[config.mk]
export PLATFORM = sky130hd
export DESIGN_NAME = fpu_div
export DESIGN_NICKNAME = d
export VERILOG_FILES = /design/src/rtl/fpu_pkg.sv /design/src/rtl/fpu_classify.sv /design/src/rtl/fpu_div.sv
export SDC_FILE = /design/constraint.sdc
export NUM_CORES = 1
export LEC_CHECK = 0
export ABC_AREA = 1
export CORE_MARGIN = 10
export CORE_UTILIZATION = 40
export DETAILED_ROUTE_END_ITERATION = 16
export PLACE_DENSITY = 0.65
export SLEW_MARGIN = 20
export SYNTH_ARGS = -nofsm -noshare
export SYNTH_HDL_FRONTEND = slang
export SYNTH_HIERARCHICAL = 1
export SYNTH_SLANG_ARGS = --single-unit
[constraint.sdc]
create_clock -name i_clk -period 5.9 [get_ports i_clk]
set_input_delay 1.77 -clock i_clk [delete_from_list [all_inputs] [get_ports i_clk]]
set_output_delay 1.77 -clock i_clk [all_outputs]
set_load 0.02 [all_outputs]
[src/rtl/fpu_pkg.sv]
// Shared single-precision constants, flag positions and divider state encoding
// used by the fpu_* datapath blocks.
package fpu_pkg;

    localparam int SIZE_EXP = 8;
    localparam int SIZE_MAN = 23;
    localparam int EXP_BIAS = 127;
    localparam logic [31:0] QNAN = 32'h7fc00000;

    localparam int FLAG_NV = 3;
    localparam int FLAG_DZ = 2;
    localparam int FLAG_OF = 1;
    localparam int FLAG_UF = 0;

    typedef enum logic [1:0] {
        IDLE  = 2'd0,
        DIV   = 2'd1,
        ROUND = 2'd2,
        DONE  = 2'd3
    } div_state_t;

endpackage

[src/rtl/fpu_classify.sv]
// Combinational operand classifier: unpacks one single-precision word and
// tags it as zero (FTZ), infinity or NaN.
module fpu_classify
    import fpu_pkg::*;
(
    input  logic [31:0]         operand,
    output logic                sign,
    output logic [SIZE_EXP-1:0] expo,
    output logic [SIZE_MAN-1:0] man,
    output logic                is_zero,
    output logic                is_inf,
    output logic                is_nan
);

    assign sign    = operand[31];
    assign expo    = operand[30:23];
    assign man     = operand[22:0];
    // Any zero exponent is zero, subnormal mantissas are flushed.
    assign is_zero = (expo == '0);
    assign is_inf  = (expo == '1) && (man == '0);
    assign is_nan  = (expo == '1) && (man != '0);

endmodule

[src/rtl/fpu_div.sv]
// Sequential single-precision divider: radix-2 restoring mantissa division,
// one quotient bit per cycle, round-to-nearest-even, FTZ, canonical NaN.
module fpu_div
    import fpu_pkg::*;
#(
    parameter int SIZE_DATA = 32
) (
    input  logic                 i_clk,
    input  logic                 i_rst,
    input  logic                 i_valid,
    output logic                 o_ready,
    input  logic [SIZE_DATA-1:0] i_32_a,
    input  logic [SIZE_DATA-1:0] i_32_b,
    output logic                 o_valid,
    input  logic                 i_ready,
    output logic [SIZE_DATA-1:0] o_32_div,
    output logic [3:0]           o_flags
);

    logic                a_sign, b_sign;
    logic [SIZE_EXP-1:0] a_exp, b_exp;
    logic [SIZE_MAN-1:0] a_man, b_man;
    logic                a_zero, a_inf, a_nan;
    logic                b_zero, b_inf, b_nan;

    fpu_classify u_class_a (
        .operand (i_32_a),
        .sign    (a_sign),
        .expo    (a_exp),
        .man     (a_man),
        .is_zero (a_zero),
        .is_inf  (a_inf),
        .is_nan  (a_nan)
    );

    fpu_classify u_class_b (
        .operand (i_32_b),
        .sign    (b_sign),
        .expo    (b_exp),
        .man     (b_man),
        .is_zero (b_zero),
        .is_inf  (b_inf),
        .is_nan  (b_nan)
    );

    div_state_t          state, state_nxt;
    logic [4:0]          cnt;
    logic [24:0]         rem;
    logic [23:0]         divisor;
    logic [25:0]         quo;
    logic                sign_q;
    logic signed [9:0]   exp_base;

    logic                accept;
    logic                res_sign;
    logic                special;
    logic [31:0]         spec_res;
    logic [3:0]          spec_flags;
    logic [24:0]         diff;
    logic                q_bit;

    assign o_ready  = (state == IDLE);
    assign accept   = i_valid & o_ready;
    assign res_sign = a_sign ^ b_sign;

    // Special-operand priority: NaN-producing cases first, then inf dividend,
    // then zero divisor, then zero quotient.
    always_comb begin
        special    = 1'b1;
        spec_res   = '0;
        spec_flags = '0;
        if (a_nan || b_nan || (a_zero && b_zero) || (a_inf && b_inf)) begin
            spec_res            = QNAN;
            spec_flags[FLAG_NV] = 1'b1;
        end else if (a_inf) begin
            spec_res = {res_sign, 8'hff, 23'd0};
        end else if (b_zero) begin
            spec_res            = {res_sign, 8'hff, 23'd0};
            spec_flags[FLAG_DZ] = 1'b1;
        end else if (a_zero || b_inf) begin
            spec_res = {res_sign, 31'd0};
        end else begin
            special = 1'b0;
        end
    end

    assign diff  = rem - {1'b0, divisor};
    assign q_bit = (rem >= {1'b0, divisor});

    function automatic logic [35:0] round_rne(
        input logic [25:0]       q,
        input logic              sticky,
        input logic              sgn,
        input logic signed [9:0] eb
    );
        logic [23:0]       sig;
        logic              guard;
        logic              inc;
        logic [24:0]       sum;
        logic signed [9:0] e;
        logic [31:0]       res;
        logic [3:0]        fl;
        if (q[25]) begin
            sig   = q[25:2];
            guard = q[1];
            e     = eb;
        end else begin
            sig   = q[24:1];
            guard = q[0];
            e     = eb - 10'sd1;
        end
        inc = guard & (sticky | sig[0]);
        sum = {1'b0, sig} + {24'd0, inc};
        if (sum[24])
            e = e + 10'sd1;
        fl = '0;
        if (e >= 10'sd255) begin
            res         = {sgn, 8'hff, 23'd0};
            fl[FLAG_OF] = 1'b1;
        end else if (e <= 10'sd0) begin
            res         = {sgn, 31'd0};
            fl[FLAG_UF] = 1'b1;
        end else begin
            res = {sgn, e[7:0], (sum[24] ? sum[23:1] : sum[22:0])};
        end
        return {fl, res};
    endfunction

    always_comb begin
        state_nxt = state;
        case (state)
            IDLE:    if (accept) state_nxt = special ? DONE : DIV;
            DIV:     if (cnt == 5'd0) state_nxt = ROUND;
            ROUND:   state_nxt = DONE;
            DONE:    if (o_valid && i_ready) state_nxt = IDLE;
            default: state_nxt = IDLE;
        endcase
    end

    always_ff @(posedge i_clk) begin
        if (i_rst) begin
            state    <= IDLE;
            cnt      <= '0;
            o_valid  <= 1'b0;
            o_32_div <= '0;
            o_flags  <= '0;
        end else begin
            state <= state_nxt;
            case (state)
                IDLE: begin
                    cnt <= 5'd25;
                    if (accept && special) begin
                        o_32_div <= spec_res;
                        o_flags  <= spec_flags;
                    end
                end
                DIV:   cnt <= cnt - 5'd1;
                ROUND: {o_flags, o_32_div} <= round_rne(quo, (rem != '0), sign_q, exp_base);
                DONE:  o_valid <= ~(o_valid & i_ready);
                default: ;
            endcase
        end
    end

    // Division datapath: operands latched at accept, then one restoring step per DIV cycle.
    always_ff @(posedge i_clk) begin
        if (accept) begin
            rem      <= {1'b0, 1'b1, a_man};
            divisor  <= {1'b1, b_man};
            quo      <= '0;
            sign_q   <= res_sign;
            exp_base <= $signed({2'b00, a_exp}) - $signed({2'b00, b_exp}) + 10'sd127;
        end else if (state == DIV) begin
            rem <= q_bit ? {diff[23:0], 1'b0} : {rem[23:0], 1'b0};
            quo <= {quo[24:0], q_bit};
        end
    end

endmodule

## After elaboration in Yosys (flattened, before gate mapping)

Index checks and enable logic that the tools add are counted.

| cells by class | value |
|---|---|
| add/sub/neg operators | 7 |
| $lt $le $gt $ge | 3 |
| equal/unequal tests | 9 |
| multiplexer cells | 43 |
| bitwise operators | 6 |
| reductions and logical operators | 26 |

Operators by type and width:

| cell | count |
|---|---|
| $mux 32 | 5 |
| $mux 24 | 3 |
| $mux 23 | 3 |
| $pmux 32 s2 | 1 |
| $mux 31 | 2 |
| $mux 10 | 6 |
| $logic_not 23->1 | 2 |
| $reduce_bool 23->1 | 2 |
| $add 24x1->25 | 1 |
| $ge 25x24->1 | 1 |
| $mux 25 | 1 |
| $reduce_bool 25->1 | 1 |
| $sub 24x24->24 | 1 |
| $eq 8x8->1 const B | 2 |
| $logic_not 8->1 | 2 |
| $mux 1 | 14 |
| $add 10x2->10 const B | 1 |
| $add 9x8->10 const B | 1 |
| $ge 10x9->1 const B | 1 |
| $le 10x1->1 const B | 1 |
| $pmux 5 s2 | 1 |
| $sub 10x2->10 const B | 1 |
| $sub 8x8->9 | 1 |
| $logic_and 1x1->1 | 8 |
| other kinds (19) | 32 |

| storage, ports and cells | value |
|---|---|
| bits in registers | 129 |
| input bits | 68 |

## Depth between registers and ports, before layout

Gate-level depths: netlist of the first run.

| logic depth | value |
|---|---|
| depth after elaboration | 13 |
| gate-level depth with buffers | 25 |

## By module

The synthesis of the first run kept the hierarchy.

Modules (own cells, without submodules):

| module | times used | cells each | area each (µm²) | seq. area each (µm²) |
|---|---|---|---|---|
| fpu_div | 1 | 1179 | 8697.1 | 3153.0 |
| fpu_classify | 2 | 67 | 392.9 | 0.0 |

## Worst setup path after synthesis of the first run

No wires, ideal clock.

| timing | value |
|---|---|
| path type | input -> register |
| start | in i_32_b[30] |
| end | reg o_32_div[4] |
| setup time | 0.069 ns |
| arrival time | 4.115 ns |
| required time | 5.831 ns |
| setup slack | 1.716 ns |
| stages on the path | 15 |
| path buffers | 1 |
| cells stage by stage | or2_1 -> nor4_2 -> nand2_1 -> and3_1 -> nand2_1 -> nand2_1 -> o21ai_1 -> inv_2 -> nor2_1 -> nand3_1 -> or2_0 -> buf_1 -> o21ai_0 -> nand3_2 -> a21oi_2 |

| on the way | value |
|---|---|
| elaborated cells between the ends (all ways) | 22 |

RTL lines:

| what | RTL line | source |
|---|---|---|
| start: declaration | fpu_div.sv:13 | `input logic [SIZE_DATA-1:0] i_32_b,` |
| $logic_not 8->1 (*) | fpu_classify.sv:19 | `assign is_zero = (expo == '0);` |
| net b_zero | fpu_div.sv:24 | `logic b_zero, b_inf, b_nan;` |
| $logic_and 1x1->1 | fpu_div.sv:72 | `if (a_nan \|\| b_nan \|\| (a_zero && b_zero) \|\| (a_inf && b_inf)) begin` |
| $logic_or 1x1->1 (2 in series) | fpu_div.sv:72 |  |
| $mux 1 | fpu_div.sv:72 |  |
| $logic_and 1x1->1 | fpu_div.sv:152 | `if (accept && special) begin` |
| $ne 2x1->1 (no source line) | n/a |  |
| $reduce_and 2->1 (no source line) | n/a |  |
| end signal: assignment | fpu_div.sv:153 | `o_32_div <= spec_res;` |
| end signal: assignment | fpu_div.sv:158 | `ROUND: {o_flags, o_32_div} <= round_rne(quo, (rem != '0), sign_q, exp_base);` |
| end: declaration | fpu_div.sv:16 | `output logic [SIZE_DATA-1:0] o_32_div,` |

The timed path passes the listed nets; every way through them passes the cells marked *. The select of a mux whose other input is x is not followed.
A chain may end at the register's enable or synchronous reset.

## Final worst setup path of the first run

| timing | value |
|---|---|
| start | in i_32_a[19] |
| end | reg o_32_div[16] |

| on the way | value |
|---|---|
| elaborated cells between the ends (all ways) | 17 |

RTL lines:

| what | RTL line | source |
|---|---|---|
| start: declaration | fpu_div.sv:12 | `input logic [SIZE_DATA-1:0] i_32_a,` |
| $logic_not 23->1 (*) | fpu_classify.sv:20 | `assign is_inf = (expo == '1) && (man == '0);` |
| $logic_and 1x1->1 (*) | fpu_classify.sv:20 |  |
| net a_inf | fpu_div.sv:23 | `logic a_zero, a_inf, a_nan;` |
| $logic_and 1x1->1 | fpu_div.sv:72 |  |
| $logic_or 1x1->1 | fpu_div.sv:72 |  |
| $mux 1 | fpu_div.sv:72 |  |
| $logic_and 1x1->1 | fpu_div.sv:152 |  |
| $ne 2x1->1 (no source line) | n/a |  |
| $reduce_and 2->1 (no source line) | n/a |  |

Marked as above.

==> results of run 1 <==
==> cells in the final DEF, fill, tap and decap left out, drive strengths merged, types with 35 or more instances in the layout <==
master,instances
dfxtp,72
nand2,346
inv,186
clkdlybuf4s50,105
nor2,120
a21oi,76
o21ai,86
nand3,69
xor2,35
ha,41
edfxtp,57
==> registers in the layout, indices dropped and copies added (netlist names), 2 cells and up <==
name / cells
cnt: 5
divisor: 23
exp_base: 10
o_32_div: 32
o_flags: 4
quo: 26
rem: 25
state: 2
==> synth_stat cells, types with 3 or more instances <==
master                     count  area share, %
sky130_fd_sc_hd__nor2_1      106            4.2
sky130_fd_sc_hd__o21ai_1       7           0.37
sky130_fd_sc_hd__inv_1       178            7.0
sky130_fd_sc_hd__dfxtp_1      72             15
sky130_fd_sc_hd__a21oi_2       7           0.65
sky130_fd_sc_hd__xor2_1       35            3.2
sky130_fd_sc_hd__buf_6         6           0.71
sky130_fd_sc_hd__nand3_2      22            2.3
sky130_fd_sc_hd__o22ai_1      25            1.6
sky130_fd_sc_hd__nand3_1      46            2.4
sky130_fd_sc_hd__a21boi_0      4           0.32
sky130_fd_sc_hd__xnor2_1      21            1.9
sky130_fd_sc_hd__nand2_2       9           0.59
sky130_fd_sc_hd__o21ai_2       6           0.55
sky130_fd_sc_hd__buf_4        65            5.1
sky130_fd_sc_hd__a211oi_1      3           0.24
sky130_fd_sc_hd__a21oi_1      69            3.6
sky130_fd_sc_hd__a21o_1        4           0.32
sky130_fd_sc_hd__o21ai_0      73            3.9
sky130_fd_sc_hd__nand2_1     335             13
sky130_fd_sc_hd__ha_1         41            5.4
sky130_fd_sc_hd__nand4_1      18            1.2
sky130_fd_sc_hd__inv_2         3           0.12
sky130_fd_sc_hd__nand3b_1      4           0.32
sky130_fd_sc_hd__buf_12        3           0.63
sky130_fd_sc_hd__nor2_2       10           0.66
sky130_fd_sc_hd__nor2_4        4           0.47
sky130_fd_sc_hd__nor4_1        8           0.53
sky130_fd_sc_hd__nor3_2        4           0.42
sky130_fd_sc_hd__clkbuf_1     22           0.87
sky130_fd_sc_hd__nor3_1       11           0.58
sky130_fd_sc_hd__edfxtp_1     57             18
==> cell type report <==
class,count,area share (%)
multi-input combinational,899,45.3
timing repair buffer,112,10.2
clock inverter,12,0.980
tap,319,3.68
sequential,129,29.1
inverter,187,6.56
clock buffer,19,4.28
==> metrics by stage <==
step | utilization, % | setup WS (ps) | hold WS (ps)
2_1_floorplan | - | 1720 | 437
3_3_place_gp | 43.9 | 743 | 455
3_5_place_dp | 43.9 | 606 | 457
4_1_cts | 46.4 | 1020 | 468
5_1_grt | 46.4 | 708 | 482
6_report | 46.4 | 1020 | 466
==> kinds of logic after synthesis <==
logic type      after synthesis  synth area share [%]
simple gates                592                  28.4
buf+inv                     285                  14.9
compound gates              208                  12.4
flops                       129                  33.2
xor+xnor                     56                  5.17
fa+ha+maj                    43                  5.83
==> routing by layer <==
metal	vias up	wire length, µm
li1	4265	-
met1	3605	11200
met2	119	10100
met3	20	776
met4	2	282
met5	-	10
==> worst paths after layout <==
kind | from | end | cells after the start
setup reg to reg | quo[25] | o_32_div[21] | 17
hold reg to reg | o_32_div[3] | o_32_div[3] | 2
setup / recovery | i_32_a[19] | o_32_div[16] | 17
hold / removal | o_32_div[3] | o_32_div[3] | 2
==> critical path, delay by kind of cell <==
| kind | cells | cell delay (ps) |
|---|---|---|
| buf+inv | 2 | 740 |
| compound gates | 3 | 620 |
| simple gates | 12 | 2100 |
==> power breakdown <==
| part | internal [mW] | switching, mW |
|---|---|---|
| logic | 0.713 | 1.32 |
| registers | 1.22 | 0.106 |
| clock network | 0.613 | 0.405 |
| total | 2.54 | 1.83 |
==> metrics.csv, run 1 <==
stage,metric,value,unit
clock_network,clock slew at reported path FFs,60,ps
global_route,most used routing layer in global routing,met2,
cells_and_area,number of filler instances in the final layout,2413,
critical_path,worst-path cell with the longest stage delay,sky130_fd_sc_hd__clkdlybuf4s50_1,
global_route,largest net degree at the start of global routing,68,
logic_synthesis,count of yosys warnings during synthesis,6,
floorplan,number of primary I/O pins,106,
status,result of the run,finished clean,
critical_path,flop2flop setup slack,2260,ps
critical_path,classification of the worst setup path,input port to register,
sta,Max Clk Rate,205,MHz
clock_network,post-CTS setup-driven buffer insertion count,0,
drt,Final ANT Viol Nets,0,
cells_and_area,multi-input gate area in the final layout,0.00491,mm²
global_route,grt ovf,0,
critical_path,arrival time reported for the critical path endpoint,5230,ps
run,number of max-cap violations,0,
clock_network,number of cells upsized or downsized after cts,0,
global_route,global-route wire length before repair,37100,µm
clock_network,clock tree buffer depth,2,
critical_path,Critical Path Start Type,input port,
clock_network,root cell of the clock tree,sky130_fd_sc_hd__clkbuf_16,
placement,Placed Cells incl. Taps,1646,
critical_path,worst-path cell chain,"clkdlybuf4s50_1, nor2_1, nand2_1, nor2_1, nand3_1, nor2_1, nand2_1, and3_1, nand2_1, nand2_1, o21ai_1, inv_2, nor2_1, nand2_1, o21ai_0, nand3_2, a21oi_2",
drt,average via count per standard cell,4.78,
floorplan,placeable core region,0.0234,mm²
placement,placement-stage cell area,0.0103,mm²
hold_path,path class of the lowest-slack min-delay path,register to register,
critical_path,maximum single-stage delay on the critical path,450,ps
logic_synthesis,fraction of registers with async set or reset after synthesis,0,%
power,"sum of internal, switching and leakage power",4.37,mW
drt,First-pass DRT Iterations,5,
sta,number of endpoints with negative hold slack in the final report,0,
critical_path,required time at the worst-slack endpoint,6260,ps
logic_synthesis,Post-Syn Area per Cell,7.22,µm²
critical_path,kind of capture point of the worst setup path,register,
power,IR Drop Worst-Case VDD,0.159,mV
critical_path,Worst path most repeated cell,sky130_fd_sc_hd__nand2_1,
global_route,routing usage on met3,2.84,%
logic_synthesis,number of register bits inferred by synthesis,129,
global_route,met2 Use GR,23.7,%
placement,Final GP Congestion,0.895,
placement,detailed-placement wirelength estimate,17200,µm
logic_synthesis,proportion of synthesized chip area in sequential cells,33.2,%
floorplan,standard-cell rows,56,
global_route,Total Routing Usage GR,14.7,%
cells_and_area,fraction of layout cells with a size suffix above 1,8.54,%
clock_network,TritonCTS buffer count,17,
floorplan,chip height,174,µm
clock_network,number of sinks driven by the clock tree,129,
placement,Port Buffers,105,
clock_network,clock latency on the worst-skew pair,420,ps
power,Power per Cell Area,403,mW/mm²
sta,transition time at the pin with the least slew margin,1070,ps
cells_and_area,non-filler instance count after layout,1677,
logic_synthesis,area of the mapped netlist,0.00948,mm²
drt,Starting DRT DRC Count,467,
sta,final cycle utilization of the critical path,82.6,%
cells_and_area,synth-to-layout area growth,14.4,%
floorplan,initial standard-cell utilization of the core,40.5,%
logic_synthesis,Post-synth EDFFs,57,
power,static leakage power,4.43,nW
logic_synthesis,Netlist cell types,54,
global_route,GR Layer Usage met1,19.4,%
global_route,antenna violations before repair,1,
sta,setup TNS,0,ps
drt,routed wire length,22300,µm
sta,worst clock skew,10.0,ps
drt,DRC violations left,0,
sta,number of setup violations in the final report,0,
floorplan,total die area,0.0303,mm²
sta,worst-case headroom to the max-slew limit,28.1,%
sta,final critical delay including setup and external delays,4880,ps
clock_network,H-tree lvl count,4,
global_route,number of global-route vias before repair,7763,
cells_and_area,Diodes inserted,0,
floorplan,die width,174,µm
clock_network,CTS tree,done,
sta,unrepaired setup endpoints after global routing,false,
logic_synthesis,top_reg_cell synth,sky130_fd_sc_hd__dfxtp_1,
cells_and_area,flip-flop and latch area,0.00315,mm²
cells_and_area,Post-Layout Inst Area,0.0109,mm²
cells_and_area,Layout Nets,1457,
critical_path,highest fanout seen on the critical path,36,
drt,via count,8011,
clock_network,number of buffers inserted for hold repair after clock tree synthesis,0,
drt,post-DR wirelength/cell,13.3,µm
logic_synthesis,Post-Syn Nets,1424,
sta,Slew Limit Fails,0,
logic_synthesis,cell count after synthesis,1313,
No activity file was read; power rests on OpenSTA's default activity.
==> run 2: changes to the inputs <==
--- a/config.mk
+++ b/config.mk
@@ -9,7 +9,7 @@
 export CORE_MARGIN = 10
 export CORE_UTILIZATION = 40
 export DETAILED_ROUTE_END_ITERATION = 16
-export PLACE_DENSITY = 0.65
+export PLACE_DENSITY = 0.67
 export SLEW_MARGIN = 20
 export SYNTH_ARGS = -nofsm -noshare
 export SYNTH_HDL_FRONTEND = slang
==> constraint.sdc (replaced) <==
create_clock -name i_clk -period 4.3 [get_ports i_clk]
set_input_delay 1.29 -clock i_clk [delete_from_list [all_inputs] [get_ports i_clk]]
set_output_delay 1.29 -clock i_clk [all_outputs]
set_load 0.02 [all_outputs]
==> metrics.csv, run 2 (synthesized netlist as in run 1, its figures left out) <==
stage,metric,value,unit,change
critical_path,dominant delay contributor by cell family on the critical path,simple AND/OR/NAND/NOR gates,,
cells_and_area,most frequent standard cell in the layout excluding fill and tap cells,sky130_fd_sc_hd__nand2_1,,
cells_and_area,Layout Nets,1467,,+0.69%
critical_path,kind of capture point of the worst setup path,register,,
sta,minimum hold slack,460,ps,-6.53 ps
critical_path,arrival time reported for the critical path endpoint,4240,ps,-990 ps
clock_network,number of cells upsized or downsized after cts,0,,unchanged
global_route,largest net degree at the start of global routing,68,,unchanged
placement,Final GP Congestion,0.881,,-1.6%
power,"sum of internal, switching and leakage power",6.08,mW,+39%
hold_path,path class of the lowest-slack min-delay path,register to register,,
sta,number of endpoints with negative hold slack in the final report,0,,unchanged
clock_network,number of buffers inserted for hold repair after clock tree synthesis,0,,unchanged
cells_and_area,largest registers ranked by flip-flop count,"o_32_div: 32 flops, quo: 26 flops, rem: 25 flops",,
clock_network,clock latency on the worst-skew pair,420,ps,about the same
cells_and_area,max FFs per register,32,,unchanged
clock_network,TritonCTS buffer count,17,,unchanged
drt,Starting DRT DRC Count,493,,+5.6%
drt,Final ANT Viol Nets,0,,unchanged
critical_path,required time at the worst-slack endpoint,4650,ps,-1610 ps
drt,DRC violations left,0,,unchanged
run,number of max-cap violations,0,,unchanged
critical_path,maximum single-stage delay on the critical path,440,ps,about the same
global_route,Total Routing Usage GR,14.6,%,-0.084 points
global_route,number of global-route vias before repair,7751,,-0.15%
critical_path,classification of the worst setup path,input port to register,,
drt,routed wire length,22300,µm,-0.26%
clock_network,CTS tree,done,,
clock_network,root cell of the clock tree,sky130_fd_sc_hd__clkbuf_16,,
critical_path,Critical Path Start Type,input port,,
critical_path,worst-path cell chain,"clkdlybuf4s50_1, nor2_1, nand2_1, nor2_1, buf_4, nand3_1, nor2_1, nand2_1, and3_1, nand2_1, nand2_1, o21ai_1, inv_2, nor2_1, nand3_1, or2_0, o21ai_0, nand3_2, a21oi_1",,
sta,final cycle utilization of the critical path,90.5,%,
cells_and_area,final core utilization,46.9,%,+0.55 points
critical_path,worst-path cell with the longest stage delay,sky130_fd_sc_hd__clkdlybuf4s50_1,,
sta,worst clock skew,9.31,ps,-0.698 ps
placement,Port Buffers,105,,unchanged
floorplan,number of primary I/O pins,106,,unchanged
power,Power per Cell Area,553,mW/mm²,+37%
drt,post-DR wirelength/cell,13.2,µm,-0.97%
sta,Max Clk Rate,257,MHz,
cells_and_area,top register by number of flip-flops,o_32_div,,
sta,worst-case headroom to the max-slew limit,49.2,%,+21 points
critical_path,buffers plus inverters on the worst setup path,3,,+1
global_route,global-route wire length before repair,36900,µm,-0.56%
power,IR Drop Worst-Case VDD,0.346,mV,+120%
sta,unrepaired setup endpoints after global routing,false,,
drt,via count,8207,,+2.4%
cells_and_area,fraction of layout cells with a size suffix above 1,8.98,%,+0.44 points
drt,First-pass DRT Iterations,4,,-1
clock_network,clock slew at reported path FFs,60,ps,about the same
status,result of the run,finished clean,,
sta,Slew Limit Fails,0,,unchanged
cells_and_area,synth-to-layout area growth,15.8,%,
clock_network,number of sinks driven by the clock tree,129,,unchanged
sta,transition time at the pin with the least slew margin,762,ps,-313 ps
clock_network,H-tree lvl count,4,,unchanged
floorplan,standard-cell rows,56,,unchanged
floorplan,placeable core region,0.0234,mm²,unchanged
power,static leakage power,4.49,nW,+1.3%
placement,placement-stage cell area,0.0104,mm²,+1.1%
floorplan,die width,174,µm,unchanged
critical_path,flop2flop setup slack,640,ps,-1620 ps
floorplan,initial standard-cell utilization of the core,40.5,%,unchanged
global_route,grt ovf,0,,unchanged
clock_network,clock tree buffer depth,2,,unchanged
sta,final critical delay including setup and external delays,3890,ps,
clock_network,post-CTS setup-driven buffer insertion count,0,,unchanged
floorplan,chip height,174,µm,unchanged
sta,number of setup violations in the final report,0,,unchanged
critical_path,highest fanout seen on the critical path,10,,-72%
drt,average via count per standard cell,4.86,,+1.7%
placement,detailed-placement wirelength estimate,17200,µm,+0.25%
cells_and_area,Post-Layout Inst Area,0.0110,mm²,+1.2%
floorplan,total die area,0.0303,mm²,unchanged
global_route,antenna violations before repair,1,,unchanged
cells_and_area,"commonest cells after routing, fill and taps aside","sky130_fd_sc_hd__nand2_1, sky130_fd_sc_hd__inv_1, sky130_fd_sc_hd__nor2_1",,
==> run 2: cell types whose count changed in the layout (fill, tap and decap cells not counted), sizes merged <==
cell	delta
inv	-2
diode	+1
clkbuf	+7
bufinv	-1
clkinv	-4
buf	+10
clkinvlp	+1
==> run 2: through the flow <==
stage               setup TNS, ps  setup WS (ps)  cells
floorplan                       0            596   1313
global placement                0           9.36   1656
detailed placement           -262          -59.9   1656
CTS                             0            354   1688
global route                    0           57.7   1688
finish                          0            408   1689
==> run 2: routing by layer <==
metal,global-route usage [%],part of all wire [%],up-vias
li1,-,-,4289
met1,19.0,48,3731
met2,23.7,46,167
met3,2.86,4.8,20
met4,4.67,1.5,0
met5,0,0,-
==> run 2: worst min-delay path: cells and delay by family, from the launching register on <==
| family | cells | cell delay (ps) |
|---|---|---|
| AO/OA/AOI/OAI | 1 | 50 |
| flip-flops | 1 | 310 |
| AND/OR/NAND/NOR | 1 | 60 |
==> run 2: where the power goes <==
part	switching, mW	internal, mW	total (mW)
Sequential	0.149	1.67	1.82
Combinational	1.82	1.03	2.84
Clock	0.547	0.871	1.42
Total	2.51	3.57	6.08
==> run 2: cell type report <==
| class | instances | area, µm² |
|---|---|---|
| Antenna cell | 1 | 2.50 |
| Clock buffer | 26 | 543 |
| Clock inverter | 6 | 40.0 |
| Fill cell | 2349 | 12400 |
| Inverter | 187 | 712 |
| Multi-Input combinational cell | 899 | 4910 |
| Sequential cell | 129 | 3150 |
| Tap cell | 319 | 399 |
| Timing Repair Buffer | 122 | 1220 |
==> run 2: final timing paths <==
check,startpoint,endpoint,depth (start not counted)
hold reg to reg,o_flags[3],o_flags[3],2
setup reg to reg,quo[25],o_32_div[0],15
hold / removal,o_flags[3],o_flags[3],2
setup / recovery,i_32_b[17],o_32_div[2],19
